### src/rtl/writeback.sv
// writeback: final Y86-64 pipeline stage. Holds the W pipeline register,
// owns the 15x64 register file, serves the two decode read ports and
// freezes architectural state on the first non-AOK status.
// Optional feature macro: WB_BYPASS_EN (same-cycle write-to-read bypass).
module writeback #(
  parameter logic [2:0] STAT_AOK = 3'd1,
  parameter logic [2:0] STAT_ADR = 3'd2,
  parameter logic [2:0] STAT_INS = 3'd3,
  parameter logic [2:0] STAT_HLT = 3'd4,
  parameter logic [3:0] RNONE    = 4'hF,
  parameter logic [3:0] INOP     = 4'h1
) (
  input  logic        clk,
  input  logic        reset,
  input  logic        W_stall,
  input  logic        W_bubble,
  input  logic [2:0]  m_stat,
  input  logic [3:0]  m_icode,
  input  logic [63:0] m_valE,
  input  logic [63:0] m_valM,
  input  logic [3:0]  m_dstE,
  input  logic [3:0]  m_dstM,
  input  logic [3:0]  srcA,
  input  logic [3:0]  srcB,
  output logic [63:0] d_rvalA,
  output logic [63:0] d_rvalB,
  output logic [2:0]  W_stat,
  output logic [3:0]  W_icode,
  output logic [63:0] W_valE,
  output logic [63:0] W_valM,
  output logic [3:0]  W_dstE,
  output logic [3:0]  W_dstM,
  output logic [2:0]  stat,
  output logic        halted
);

  // W pipeline register state
  logic [2:0]  W_stat_q;
  logic [3:0]  W_icode_q;
  logic [63:0] W_valE_q;
  logic [63:0] W_valM_q;
  logic [3:0]  W_dstE_q;
  logic [3:0]  W_dstM_q;

  // Architectural state
  logic [63:0] regs_q [0:14];
  logic        halted_q;
  logic [2:0]  cap_stat_q;

  // Per-port commit enables; a halting instruction never commits itself
  logic commit_ok, commit_e, commit_m;

  assign commit_ok = (W_stat_q == STAT_AOK) && !halted_q;
  assign commit_e  = commit_ok && (W_dstE_q != RNONE);
  assign commit_m  = commit_ok && (W_dstM_q != RNONE);

  // W register: reset > stall (hold) > bubble > load from memory stage
  always_ff @(posedge clk) begin
    if (reset || (!W_stall && W_bubble)) begin
      W_stat_q  <= STAT_AOK;
      W_icode_q <= INOP;
      W_valE_q  <= 64'd0;
      W_valM_q  <= 64'd0;
      W_dstE_q  <= RNONE;
      W_dstM_q  <= RNONE;
    end else if (!W_stall) begin
      W_stat_q  <= m_stat;
      W_icode_q <= m_icode;
      W_valE_q  <= m_valE;
      W_valM_q  <= m_valM;
      W_dstE_q  <= m_dstE;
      W_dstM_q  <= m_dstM;
    end
  end

  // Register file commit; on dstE==dstM only the valM write happens
  always_ff @(posedge clk) begin
    if (reset) begin
      for (int i = 0; i < 15; i++) regs_q[i] <= 64'd0;
    end else begin
      if (commit_e && !(commit_m && (W_dstM_q == W_dstE_q)))
        regs_q[W_dstE_q] <= W_valE_q;
      if (commit_m)
        regs_q[W_dstM_q] <= W_valM_q;
    end
  end

  // Sticky halt: capture the first non-AOK status reaching W
  always_ff @(posedge clk) begin
    if (reset) begin
      halted_q   <= 1'b0;
      cap_stat_q <= STAT_AOK;
    end else if (!halted_q && (W_stat_q != STAT_AOK)) begin
      halted_q   <= 1'b1;
      cap_stat_q <= W_stat_q;
    end
  end

  // Decode read ports, optionally bypassing the value committed this cycle
  always_comb begin
    d_rvalA = 64'd0;
    d_rvalB = 64'd0;
    if (srcA != RNONE) d_rvalA = regs_q[srcA];
    if (srcB != RNONE) d_rvalB = regs_q[srcB];
`ifdef WB_BYPASS_EN
    if (srcA != RNONE) begin
      if (commit_m && (srcA == W_dstM_q))      d_rvalA = W_valM_q;
      else if (commit_e && (srcA == W_dstE_q)) d_rvalA = W_valE_q;
    end
    if (srcB != RNONE) begin
      if (commit_m && (srcB == W_dstM_q))      d_rvalB = W_valM_q;
      else if (commit_e && (srcB == W_dstE_q)) d_rvalB = W_valE_q;
    end
`else
`endif
  end

  assign W_stat  = W_stat_q;
  assign W_icode = W_icode_q;
  assign W_valE  = W_valE_q;
  assign W_valM  = W_valM_q;
  assign W_dstE  = W_dstE_q;
  assign W_dstM  = W_dstM_q;
  assign halted  = halted_q;
  assign stat    = halted_q ? cap_stat_q : W_stat_q;

endmodule

### config.mk
export PLATFORM = sky130hd
export DESIGN_NAME = writeback
export DESIGN_NICKNAME = d
export VERILOG_FILES = /design/src/rtl/writeback.sv
export SDC_FILE = /design/constraint.sdc
export NUM_CORES = 2
export LEC_CHECK = 0
export CAP_MARGIN = 20
export CORE_UTILIZATION = 35
export CTS_BUF_LIST = sky130_fd_sc_hd__clkbuf_4
export DETAILED_ROUTE_END_ITERATION = 8
export PLACE_DENSITY_LB_ADDON = 0.05
export SYNTH_ARGS = -nofsm -noshare
export SYNTH_HDL_FRONTEND = slang
export SYNTH_SLANG_ARGS = --single-unit
### constraint.sdc
create_clock -name clk -period 4.42 [get_ports clk]
set_input_delay 0.663 -clock clk [delete_from_list [all_inputs] [get_ports clk]]
set_output_delay 0.663 -clock clk [all_outputs]
set_load 0.01 [all_outputs]
==> out/results.txt <==
R2R depth: 6
share of cells above drive strength 1: 20.8%
die span in y: 425 um
Setup TNS Final: 0 ps
Tightest Pin Transition: 1160 ps
drt via density: 6.65
CTS Root Cell: clkbuf_4
synth cell count leaders: edfxtp_1, a32o_1, clkbuf_1
Initial Util: 35.4%
Layout area overhead: 21.2%
Routed Antenna Nets: 0
P_leak: 25.9 nW
Final Cycle Share: 95.9%
Overflow after GRT: 0
Global Route Usage Sum: 31.7%
Req. time, crit path: 3760 ps
crit path from: regs_q[1][20]$_DFFE_PP_
IO buf count: 429
final slew viol count: 0
Clock transition at path regs: 60 ps
first-pass GRT wire length: 409 mm
crit path max fanout: 2
Final Setup Violations: 0
CP Capture Point: d_rvalA[20]
Synth warnings: 0
final net count: 5492
Synth top area share: 46.1%
Clk Latency, worst-skew pair: 1390 ps
Worst Hold Launch: m_dstM[3]
max incr delay on CP: 810 ps
clock sink count: 1107
hpwl dp: 154 mm
outcome: finished clean
initial antenna violation count: 5
largest net degree at the start of global routing: 177
worst hold path class: primary input to register
final hold violations: 0
origin of the critical flop-to-flop path: W_stat[1]$_SDFFE_PP0N_
Clock Skew: 92.7 ps
RSZ-0062 raised after global routing: false
Core Box Area: 0.177 mm2
per-cell routed wire length: 36.7 um
DRT iter0 DRCs: 6364
Row Count: 154
Resize count post-CTS: 0
FF+latch count, synth: 1107
Die Wd: 425 um
Max Root-Sink Buffers: 4
Worst setup EP type: output port
die area: 0.180 mm2
vias in the first global route: 52800
Routed Wire Length: 291 mm
top_reg_cell synth: edfxtp_1
Rel. slew slack: 22.4%
Hold Worst Slack: 176 ps
CTS tree: built
Post-Synthesis Net Count: 5133
Pwr per Cell Area: 352 mW/mm2
clock period minus worst slack: 4240 ps
most common cell in the netlist: edfxtp_1
Slowest-stage cell, CP: o21ai_0
I/O Pins: 430
Setup crit start kind: register
area leader, netlist: edfxtp_1
reg2reg setup slack: 1010 ps
FFs w/ async S/R, synth: 0%
Max VDD drop: 249 uV
critical path type: register to output port
via count: 52800
CP Data Arrival Time: 3580 ps
Synth Instances: 4978
cell area after synthesis: 0.0625 mm2
Max-cap violations: 0
most area-consuming cells after synthesis: edfxtp_1, mux4_2, a32o_1
Num CTS Buffers: 346
setup bufs post-CTS: 0
total DRC errors in the routed layout: 0
Cell Chain, Critical Path: mux4_2, mux2i_1, o21ai_0, clkdlybuf4s50_1
Fmax: 0.236 GHz
end of the worst register-to-register path: regs_q[5][29]$_DFFE_PP_
RePlAce Congestion: 0.801
TritonRoute pass-1 iters: 6
Post-synth EDFFs: 960
H-tree depth: 5
post-synthesis cell type count: 48
Mean Syn Cell Area: 12.6 um2
register area share after synthesis: 50.8%
hold_buf cts: 148
[placed cells by master, fill, tap and decap left out, types with 3 or more instances in the layout]
cell type        netlist  routed
mux4_2               321     321
o21ai_0              385     385
bufinv_16              0       4
xor2_1                 3       3
buf_12                 0      95
a31oi_4                1       3
dfxtp_1              147     147
clkinv_1               0      56
a311o_2                0       7
a22oi_1               64      64
o211ai_1               3       3
a21oi_4                2       8
clkdlybuf4s50_1        0     422
nor2b_4                0       6
a22o_1                62      62
clkinv_2               0       8
nor2_1               148     143
nor2_4                 0       5
nor2b_1               10       4
inv_1                 66      66
and2_4                 0       9
a221o_1               62      62
nand3_1              478     478
nand2b_1               6       5
diode_2                0       7
buf_8                  0       6
dlygate4sd3_1          0     148
a211o_4                0       8
o221ai_1              64      64
a32o_1               704     704
buf_4                  0     128
inv_2                  0       4
edfxtp_1             960     960
mux2i_1              463     463
clkbuf_4               0     529
nand2_1              176     176
[worst max-delay path, delay by kind of cell (launching register included)]
family	cells	cell delay (ps)
flops	1	360
buf+inv	1	710
mux	2	350
compound gates	1	810
[worst min-delay path by stage]
stage | to | slack [ps] | cells after the start
6_report | W_dstM[3]$_SDFFE_PP1N_ | 180 | 3
3_3_place_gp | cap_stat_q[0]$_SDFFE_PP1P_ | 460 | 2
2_1_floorplan | cap_stat_q[0]$_SDFFE_PP1P_ | 440 | 2
5_1_grt | W_dstM[3]$_SDFFE_PP1N_ | 110 | 3
3_5_place_dp | W_icode[0]$_SDFFE_PP1N_ | 470 | 2
4_1_cts | W_dstM[3]$_SDFFE_PP1N_ | 80 | 3
[final cells by class]
type | count | area, um2
Multi-Input combinational cell | 3014 | 27700
Fill cell | 16600 | 101000
Timing Repair Buffer | 802 | 8710
Clock inverter | 72 | 385
Sequential cell | 1107 | 31800
Antenna cell | 7 | 17.5
Inverter | 66 | 248
Tap cell | 2340 | 2930
Clock buffer | 529 | 3970
[kinds of logic after synthesis]
kind of cell              synth area share (%)
DFF                                       50.8
buffers and inverters                     5.38
muxes                                     19.0
AOI/OAI and AO/OA                         18.4
and+or+nand+nor                           6.29
xor gates and xnor gates                0.0421
[state kept, by name (all words and copies together) (netlist names)]
register / count
W_stat: 3
W_valE: 64
W_dstE: 4
W_dstM: 4
W_icode: 4
cap_stat_q: 3
halted: 1
W_valM: 64
regs_q: 960
[power by group]
group          total (mW)  switching (mW)  internal, mW
clock network        10.6            4.97          5.64
logic                3.73            2.16          1.57
registers            12.3           0.565          11.8
[metrics by stage]
step | util, % | setup slack [ps] | power, mW | instance area (um2) | std cells
2_1_floorplan | - | 623 | 14.2 | 62500 | 4978
3_3_place_gp | 39.5 | 504 | 16.1 | 69800 | 7179
3_5_place_dp | 39.5 | 491 | 16.1 | 69800 | 7180
4_1_cts | 42.8 | 169 | 26.9 | 75700 | 7929
5_1_grt | 42.9 | 13.8 | 27.6 | 75700 | 7936
6_report | 42.9 | 182 | 26.7 | 75700 | 7937
[routing by layer]
layer	vias up	part of all wire, %	global-route usage, %
met5	-	0.0045	0
met2	3190	47	51.5
li1	21400	-	-
met1	27500	40	41.3
met3	677	8.3	5.82
met4	2	4.1	13.3
No activity file was read; power rests on OpenSTA's default activity.
